**config.mk**
```make
export PLATFORM = sky130hd
export DESIGN_NAME = wb_arbiter_flat
export DESIGN_NICKNAME = d
export VERILOG_FILES = /design/src/rtl/wb_arbiter_if.sv /design/src/rtl/wb_arbiter.sv /design/src/flat_wrapper.sv
export SDC_FILE = /design/constraint.sdc
export NUM_CORES = 1
export LEC_CHECK = 0
export ABC_AREA = 1
export BUFFER_PORTS_ARGS = -buffer_cell sky130_fd_sc_hd__buf_2
export CORE_MARGIN = 4
export CORE_UTILIZATION = 25
export DETAILED_ROUTE_END_ITERATION = 10
export PLACE_DENSITY = 0.38
export SYNTH_ARGS = -nofsm -noshare
export SYNTH_HDL_FRONTEND = slang
export SYNTH_SLANG_ARGS = --single-unit
```
**constraint.sdc**
```tcl
create_clock -name clk -period 9 [get_ports clk]
set_input_delay 1.8 -clock clk [delete_from_list [all_inputs] [get_ports clk]]
set_output_delay 1.8 -clock clk [all_outputs]
set_load 0.1 [all_outputs]
```
**src/rtl/wb_arbiter_if.sv**
```systemverilog
// Writeback arbiter bus: ALU result, MDU handshake and regfile write port.
interface wb_arbiter_if #(
    parameter int unsigned DEPTH = 4
);
    localparam int unsigned CW = $clog2(DEPTH) + 1;
    localparam int unsigned RW = 5;
    localparam int unsigned DW = 32;

    logic          alu_valid;
    logic [RW-1:0] alu_rd;
    logic [DW-1:0] alu_data;
    logic          alu_stall;
    logic          mdu_valid;
    logic          mdu_ready;
    logic [RW-1:0] mdu_rd;
    logic [DW-1:0] mdu_data;
    logic          we;
    logic [RW-1:0] rd_addr;
    logic [DW-1:0] rd_data;
    logic [CW-1:0] q_count;

    modport master (
        output alu_valid, alu_rd, alu_data, mdu_valid, mdu_rd, mdu_data,
        input  alu_stall, mdu_ready, we, rd_addr, rd_data, q_count
    );

    modport slave (
        input  alu_valid, alu_rd, alu_data, mdu_valid, mdu_rd, mdu_data,
        output alu_stall, mdu_ready, we, rd_addr, rd_data, q_count
    );
endinterface

```
**src/rtl/wb_arbiter.sv**
```systemverilog
// Writeback arbiter: merges the single-cycle ALU result with queued MDU results
// onto the regfile write port, with an age-based override so MDU entries cannot starve.
module wb_arbiter #(
    parameter int unsigned DEPTH        = 4,
    parameter int unsigned STARVE_LIMIT = 8
) (
    input logic         clk,
    input logic         rst,
    wb_arbiter_if.slave bus
);
    localparam int unsigned AW = $clog2(DEPTH);
    localparam int unsigned CW = $clog2(DEPTH) + 1;
    localparam int unsigned GW = $clog2(STARVE_LIMIT + 1);
    localparam int unsigned RW = 5;
    localparam int unsigned DW = 32;

    typedef struct packed {
        logic [RW-1:0] rd;
        logic [DW-1:0] data;
    } wb_entry_t;

    wb_entry_t     mem_q [DEPTH];
    wb_entry_t     mem_d [DEPTH];
    logic [AW-1:0] rd_ptr_q, rd_ptr_d;
    logic [AW-1:0] wr_ptr_q, wr_ptr_d;
    logic [CW-1:0] count_q, count_d;
    logic [GW-1:0] age_q, age_d;
    logic          we_q, we_d;
    logic [RW-1:0] rd_addr_q, rd_addr_d;
    logic [DW-1:0] rd_data_q, rd_data_d;

    logic empty_c, starve_c, ready_c, push_c, pop_c;

    // Ready and stall come from registered state only, never from the inputs.
    assign ready_c       = rst && (count_q < CW'(DEPTH));
    assign bus.mdu_ready = ready_c;
    assign bus.alu_stall = rst && starve_c;
    assign bus.we        = we_q;
    assign bus.rd_addr   = rd_addr_q;
    assign bus.rd_data   = rd_data_q;
    assign bus.q_count   = count_q;

    always_comb begin
        empty_c   = (count_q == '0);
        starve_c  = (age_q == GW'(STARVE_LIMIT)) && !empty_c;
        push_c    = bus.mdu_valid && ready_c && (bus.mdu_rd != '0);
        pop_c     = 1'b0;
        we_d      = 1'b0;
        rd_addr_d = rd_addr_q;
        rd_data_d = rd_data_q;

        if (starve_c) begin
            pop_c     = 1'b1;
            we_d      = 1'b1;
            rd_addr_d = mem_q[rd_ptr_q].rd;
            rd_data_d = mem_q[rd_ptr_q].data;
        end else if (bus.alu_valid && (bus.alu_rd != '0)) begin
            we_d      = 1'b1;
            rd_addr_d = bus.alu_rd;
            rd_data_d = bus.alu_data;
        end else if (!empty_c) begin
            pop_c     = 1'b1;
            we_d      = 1'b1;
            rd_addr_d = mem_q[rd_ptr_q].rd;
            rd_data_d = mem_q[rd_ptr_q].data;
        end

        mem_d = mem_q;
        if (push_c) begin
            mem_d[wr_ptr_q] = '{rd: bus.mdu_rd, data: bus.mdu_data};
        end
        wr_ptr_d = push_c ? wr_ptr_q + AW'(1) : wr_ptr_q;
        rd_ptr_d = pop_c  ? rd_ptr_q + AW'(1) : rd_ptr_q;

        count_d = count_q;
        case ({push_c, pop_c})
            2'b10:   count_d = count_q + CW'(1);
            2'b01:   count_d = count_q - CW'(1);
            default: count_d = count_q;
        endcase

        // Head age: counts waiting cycles, saturating at the starvation threshold.
        if (empty_c || pop_c) begin
            age_d = '0;
        end else if (age_q != GW'(STARVE_LIMIT)) begin
            age_d = age_q + GW'(1);
        end else begin
            age_d = age_q;
        end
    end

    always_ff @(posedge clk) begin
        if (!rst) begin
            rd_ptr_q  <= '0;
            wr_ptr_q  <= '0;
            count_q   <= '0;
            age_q     <= '0;
            we_q      <= 1'b0;
            rd_addr_q <= '0;
            rd_data_q <= '0;
        end else begin
            rd_ptr_q  <= rd_ptr_d;
            wr_ptr_q  <= wr_ptr_d;
            count_q   <= count_d;
            age_q     <= age_d;
            we_q      <= we_d;
            rd_addr_q <= rd_addr_d;
            rd_data_q <= rd_data_d;
        end
    end

    // Storage needs no reset; occupancy and pointers define validity.
    always_ff @(posedge clk) begin
        mem_q <= mem_d;
    end
endmodule

```
**src/flat_wrapper.sv**
```systemverilog
// flat-port wrapper written by rule: the top's interface ports become plain ports
module wb_arbiter_flat 
#(
    parameter int unsigned DEPTH        = 4,
    parameter int unsigned STARVE_LIMIT = 8
)
  (clk, rst, bus_alu_valid, bus_alu_rd, bus_alu_data, bus_mdu_valid, bus_mdu_rd, bus_mdu_data, bus_alu_stall, bus_mdu_ready, bus_we, bus_rd_addr, bus_rd_data, bus_q_count);
  wb_arbiter_if #(.DEPTH(DEPTH)) bus_i ();
  input logic clk;
  input logic rst;
  input wire logic [$bits(bus_i.alu_valid)-1:0] bus_alu_valid;
  input wire logic [$bits(bus_i.alu_rd)-1:0] bus_alu_rd;
  input wire logic [$bits(bus_i.alu_data)-1:0] bus_alu_data;
  input wire logic [$bits(bus_i.mdu_valid)-1:0] bus_mdu_valid;
  input wire logic [$bits(bus_i.mdu_rd)-1:0] bus_mdu_rd;
  input wire logic [$bits(bus_i.mdu_data)-1:0] bus_mdu_data;
  output wire logic [$bits(bus_i.alu_stall)-1:0] bus_alu_stall;
  output wire logic [$bits(bus_i.mdu_ready)-1:0] bus_mdu_ready;
  output wire logic [$bits(bus_i.we)-1:0] bus_we;
  output wire logic [$bits(bus_i.rd_addr)-1:0] bus_rd_addr;
  output wire logic [$bits(bus_i.rd_data)-1:0] bus_rd_data;
  output wire logic [$bits(bus_i.q_count)-1:0] bus_q_count;
  assign bus_i.alu_valid = bus_alu_valid;
  assign bus_i.alu_rd = bus_alu_rd;
  assign bus_i.alu_data = bus_alu_data;
  assign bus_i.mdu_valid = bus_mdu_valid;
  assign bus_i.mdu_rd = bus_mdu_rd;
  assign bus_i.mdu_data = bus_mdu_data;
  assign bus_alu_stall = bus_i.alu_stall;
  assign bus_mdu_ready = bus_i.mdu_ready;
  assign bus_we = bus_i.we;
  assign bus_rd_addr = bus_i.rd_addr;
  assign bus_rd_data = bus_i.rd_data;
  assign bus_q_count = bus_i.q_count;
  wb_arbiter #(.DEPTH(DEPTH), .STARVE_LIMIT(STARVE_LIMIT)) u_core (.clk(clk), .rst(rst), .bus(bus_i));
endmodule
```
=== Yosys cells after proc, flatten, opt, wreduce, memory -nomap -nowiden ===
Index checks and enable logic that the tools add are counted.
Widths: inputs -> output; s select.

* $add $sub $neg: 5
* Multipliers: 0
* Div/mod/pow operators: 0
* $lt $le $gt $ge: 4
* Equality and inequality tests: 5
* Shift-type cells: 0
* Multiplexer cells: 18
* Bitwise operators: 3
* Reductions and logical operators: 14

{| class="wikitable"
|+ Operator list
! operator !! count
|-
| $bwmux 148 || 1
|-
| $mux 37 || 3
|-
| $mux 32 || 3
|-
| $bmux 37 s2 || 1
|-
| $demux 37 s2 || 1
|-
| $mux 5 || 3
|-
| $reduce_bool 5->1 || 2
|-
| $logic_and 1x1->1 || 7
|-
| $ge 3x3->1 const B || 2
|-
| $not 2->3 || 2
|-
| $pmux 3 s2 || 1
|-
| $mux 1 || 5
|-
| $add 2x1->2 const B || 2
|-
| $add 4x1->4 const B || 1
|-
| $eq 4x4->1 const B || 1
|-
| $ne 4x4->1 const B || 1
|-
| $add 3x1->3 const B || 1
|-
| $logic_not 3->1 || 1
|-
| $lt 3x1->1 const B || 1
|-
| $lt 3x3->1 const B || 1
|-
| $ne 3x3->1 const B || 1
|-
| $sub 3x1->3 const B || 1
|-
| $eq 2x1->1 const B || 1
|-
| $eq 2x2->1 const B || 1
|-
| other kinds (5) || 5
|}

* Register bits: 197
* Bits in latches: 0
* RAM bits: 0
* ROM bits: 0
* Input bits: 78
* Output and inout port bits: 43
* Word-level logic and storage cells: 64
* Memories: 0

=== Longest topological paths before layout ===
* Depth in word-level cells: 7
* Depth in mapped cells: 15
* Gate-level depth less buffers: 15

=== Least setup slack after synthesis ===
Ideal clock, no wire load.

* Path type: input to register
* Start point: in rst
* End point: reg u_core.mem_q[0] (netlist name) (enable)
* Setup time: 0.431 ns
* Data arrival time: 5.160 ns
* Required time: 8.569 ns
* Setup slack: 3.408 ns
* Stages: 4
* Path buffers: 0
* Cells stage by stage: inv_2 > nor2_1 > nand3_2 > nor2_1

* Word-level cells in the longest chain between the ends: 3

{| class="wikitable"
|+ Ends and longest elaborated chain
! what !! RTL line !! RTL
|-
| start: declaration || flat_wrapper.sv:10 || <nowiki>input logic rst;</nowiki>
|-
| $logic_and 1x1->1 || wb_arbiter.sv:35 || <nowiki>assign ready_c = rst && (count_q < CW'(DEPTH));</nowiki>
|-
| named net bus_mdu_ready || flat_wrapper.sv:18 || <nowiki>output wire logic [$bits(bus_i.mdu_ready)-1:0] bus_mdu_ready;</nowiki>
|-
| $logic_and 1x1->1 (2 in a row) || wb_arbiter.sv:46 || <nowiki>push_c = bus.mdu_valid && ready_c && (bus.mdu_rd != '0);</nowiki>
|-
| end signal: assignment || wb_arbiter.sv:114 || <nowiki>mem_q <= mem_d;</nowiki>
|-
| end: declaration || wb_arbiter.sv:22 || <nowiki>wb_entry_t mem_q [DEPTH];</nowiki>
|}

The timed path passes the listed nets, and every way through them passes these cells.
A chain may end at the register's enable or synchronous reset.

=== Final worst setup path ===
* Start point: in rst
* End point: out bus_mdu_ready

* Word-level cells in the longest chain between the ends: 1

{| class="wikitable"
|+ Ends and longest elaborated chain
! what !! RTL line
|-
| $logic_and 1x1->1 || wb_arbiter.sv:35
|-
| end: declaration || flat_wrapper.sv:18
|}

No other way between the ends.

==> results.toml <==
[sta]
worst_pin_slew_ns = 1.04
finalWorstSetupSlack_ns = 4.59
whs_ns = 0.463
timing.fmax_mhz = 227
fin_crit_sh = 0.490
finalHoldViolCount = 0
rsz0062_at_grt = "false"
setup_viol = 0
setup_tns_ns = 0
maxSlewViolCount = 0
timing.final.crit_period_ns = 4.41
skew_ns = 0.0164
maxSlewHeadroom = 0.303

[clock_tree]
insertion_delay_ns = 0.43
clk_pin_slew_ns = 0.08
postCtsSetupRepairBufs = 0
cts_hold_buf = 0
cts_made_buffers = 17
post_cts_resized = 0
cts_tree = "done"
h-tree-depth = 4
cts_sinks = 197
cts_buffer_depth = 2
cts-root-buf = "clkbuf_16"

[floorplanning]
die_w_um = 192
core_mm2 = 0.0334
io-pin-count = 121
die-area_mm2 = 0.0369
start_util = 0.253
chipHeight_um = 192
num_rows = 67

[final_layout]
layout.nets = 1027
fillers = 3496
final_common_cell = "nand2_1"
areaGrowthSynthToFinish_pct = 18.3
final_cell_mix = "nand2_1, edfxtp_1, buf_2"
drive_gt1_frac = 0.213

[synthesis]
synth_top_family_by_area = "simple AND/OR/NAND/NOR gates"
synth_mux_area_frac = 0
ys_types = 26
syn-num-nets = 925
synth_top_area_frac = 0.525
synthAdderAreaFrac = 0.0127
postSynthCellCount = 839
ys_seq_elements = 197
synth_async_sr_flop_share = 0
synth_edf_count = 148
syn_area_mm2 = 0.00847
synth_largest_area_cell = "edfxtp_1"
synth.avg_cell_area_um2 = 10.1
synthFlopType = "edfxtp_1"
yosysWarnings = 0
synthSimpleGateAreaFrac = 0.192
seq_area_frac_synth = 0.641
synth_xor_area_frac = 0.00414
synth_area_leaders = "edfxtp_1, nand2_1, dfxtp_1"
synth-compound-area-share = 0.0851

[placement]
placement.io_buffers = 120
dp_hpwl_um = 13800
routabilityCongestion = 0.750
place_ws_ns = 4.11

[routing]
drt-initial-drc-count = 355
vias = 5839
dr.pass1.iters = 4
routed_wl_um = 23100
avgRoutedWirePerCell_um = 16.5
vias_per_cell = 4.16
drc = 0
final_antenna_net_count = 0

[status]
status = "finished clean"

[critical_path]
critical_path_arrival_ns = 2.61
path_delay_family = "buffers and inverters"
cp-end-kind = "primary output"
start_kind = "primary input"
cp_common_cell = "buf_2"
cpPeakStageDelay_ns = 0.46
required_ns = 7.20
critPathKind = "in2out"
cp_num_cells = 4
critPathSlowestCell = "buf_2"
cp_max_fo = 5
r2r_cells = 11
rrSetupSlack_ns = 6.27
timing.critical_path.buf_inv = 3
crit_chain = "buf_2, inv_2, nor2_1, buf_2"

[min_path]
hold_path_depth = 2
hp-class = "reg2reg"

[power_and_ir_drop]
clkPwrFrac = 0.255
p_leak_nw = 4.08
power.density_mw_per_mm2 = 314
switching_power_w = 0.00138
seqPwrFrac = 0.356
switching_share = 0.439
vdd_drop_max_v = 0.000134
p_int_w = 0.00177
power_w = 0.00314
pwr-share-comb = 0.389

[grt]
grt_max_degree = 78
grt_usage = 0.126
grt_pass1_vias = 5757
grt_pass1_wl_um = 35100
grt_overflow = 0
antenna_found_initial = 4

[flow_run]
drv_cap = 0
[power by group through the flow]
stage | Combinational (W) | Clock [W] | Sequential, W
floorplan | 0.000568 | 0 | 0.00157
global placement | 0.00125 | 0 | 0.00114
detailed placement | 0.00125 | 0 | 0.00114
CTS | 0.00125 | 0.000829 | 0.00112
global route | 0.00134 | 0.000866 | 0.00113
finish | 0.00122 | 0.000803 | 0.00112
[sequential cells by signal, summed over array words and instances (netlist names)]
register            flops
u_core.mem_q          148
u_core.bus.rd_data     32
u_core.bus.rd_addr      5
u_core.age_q            4
u_core.bus.q_count      3
u_core.rd_ptr_q         2
u_core.wr_ptr_q         2
u_core.bus.we           1
[Yosys cell counts, drive strengths merged, types with 3 or more instances]
| cell type | n |
|---|---|
| nand2 | 305 |
| nand3 | 42 |
| a21oi | 45 |
| o21ai | 78 |
| buf | 36 |
| inv | 55 |
| dfxtp | 49 |
| clkbuf | 9 |
| edfxtp | 148 |
| ha | 7 |
| nor2 | 57 |
| xor2 | 3 |
[tightest hold or removal path, stage by stage, from the launching register on]
cell and delay, ns:
dfxtp_1 0.31, nand2_1 0.06, a21oi_1 0.05
[logic make-up after synthesis]
kind of cell    Yosys count
compound gates          124
xor+xnor                  4
fa+ha+maj                 8
buf+inv                 101
flops                   197
simple gates            405
[final timing paths]
check                                          start                                  to
setup / recovery                                 rst                       bus_mdu_ready
hold / removal    u_core.bus.rd_data[0]$_SDFFE_PN0P_  u_core.bus.rd_data[0]$_SDFFE_PN0P_
setup reg to reg     u_core.rd_ptr_q[0]$_SDFFE_PN0N_  u_core.bus.rd_data[6]$_SDFFE_PN0P_
hold reg to reg   u_core.bus.rd_data[0]$_SDFFE_PN0P_  u_core.bus.rd_data[0]$_SDFFE_PN0P_
[metrics by stage]
| step | util | cell area [µm²] | std cells |
|---|---|---|---|
| final | 0.300 | 10000 | 1403 |
| after global placement | 0.281 | 9390 | 1370 |
| after global routing | 0.299 | 10000 | 1402 |
| after detailed placement | 0.281 | 9390 | 1370 |
| after floorplan | - | 8470 | 839 |
| after CTS | 0.299 | 10000 | 1402 |
[metal layers]
| layer | share of wire | vias to the layer above | routed length, µm | global-route usage |
|---|---|---|---|---|
| li1 | - | 2966 | - | - |
| met1 | 0.48 | 2751 | 11200 | 0.172 |
| met2 | 0.46 | 100 | 10700 | 0.203 |
| met3 | 0.043 | 14 | 982 | 0.0311 |
| met4 | 0.0081 | 8 | 187 | 0.0288 |
| met5 | 0.0026 | - | 61 | 0 |
[layout make-up]
class	count	area [µm²]	share of cell area
clock buffers	20	500	0.0500
multi-input cells	541	2520	0.252
well taps	448	561	0.0560
diodes	1	2.50	0.000250
inverters	55	206	0.0206
clock inverters	12	128	0.0127
repair buffers	129	668	0.0667
flip-flops and latches	197	5430	0.542
Power figures use the tool's default switching activity.
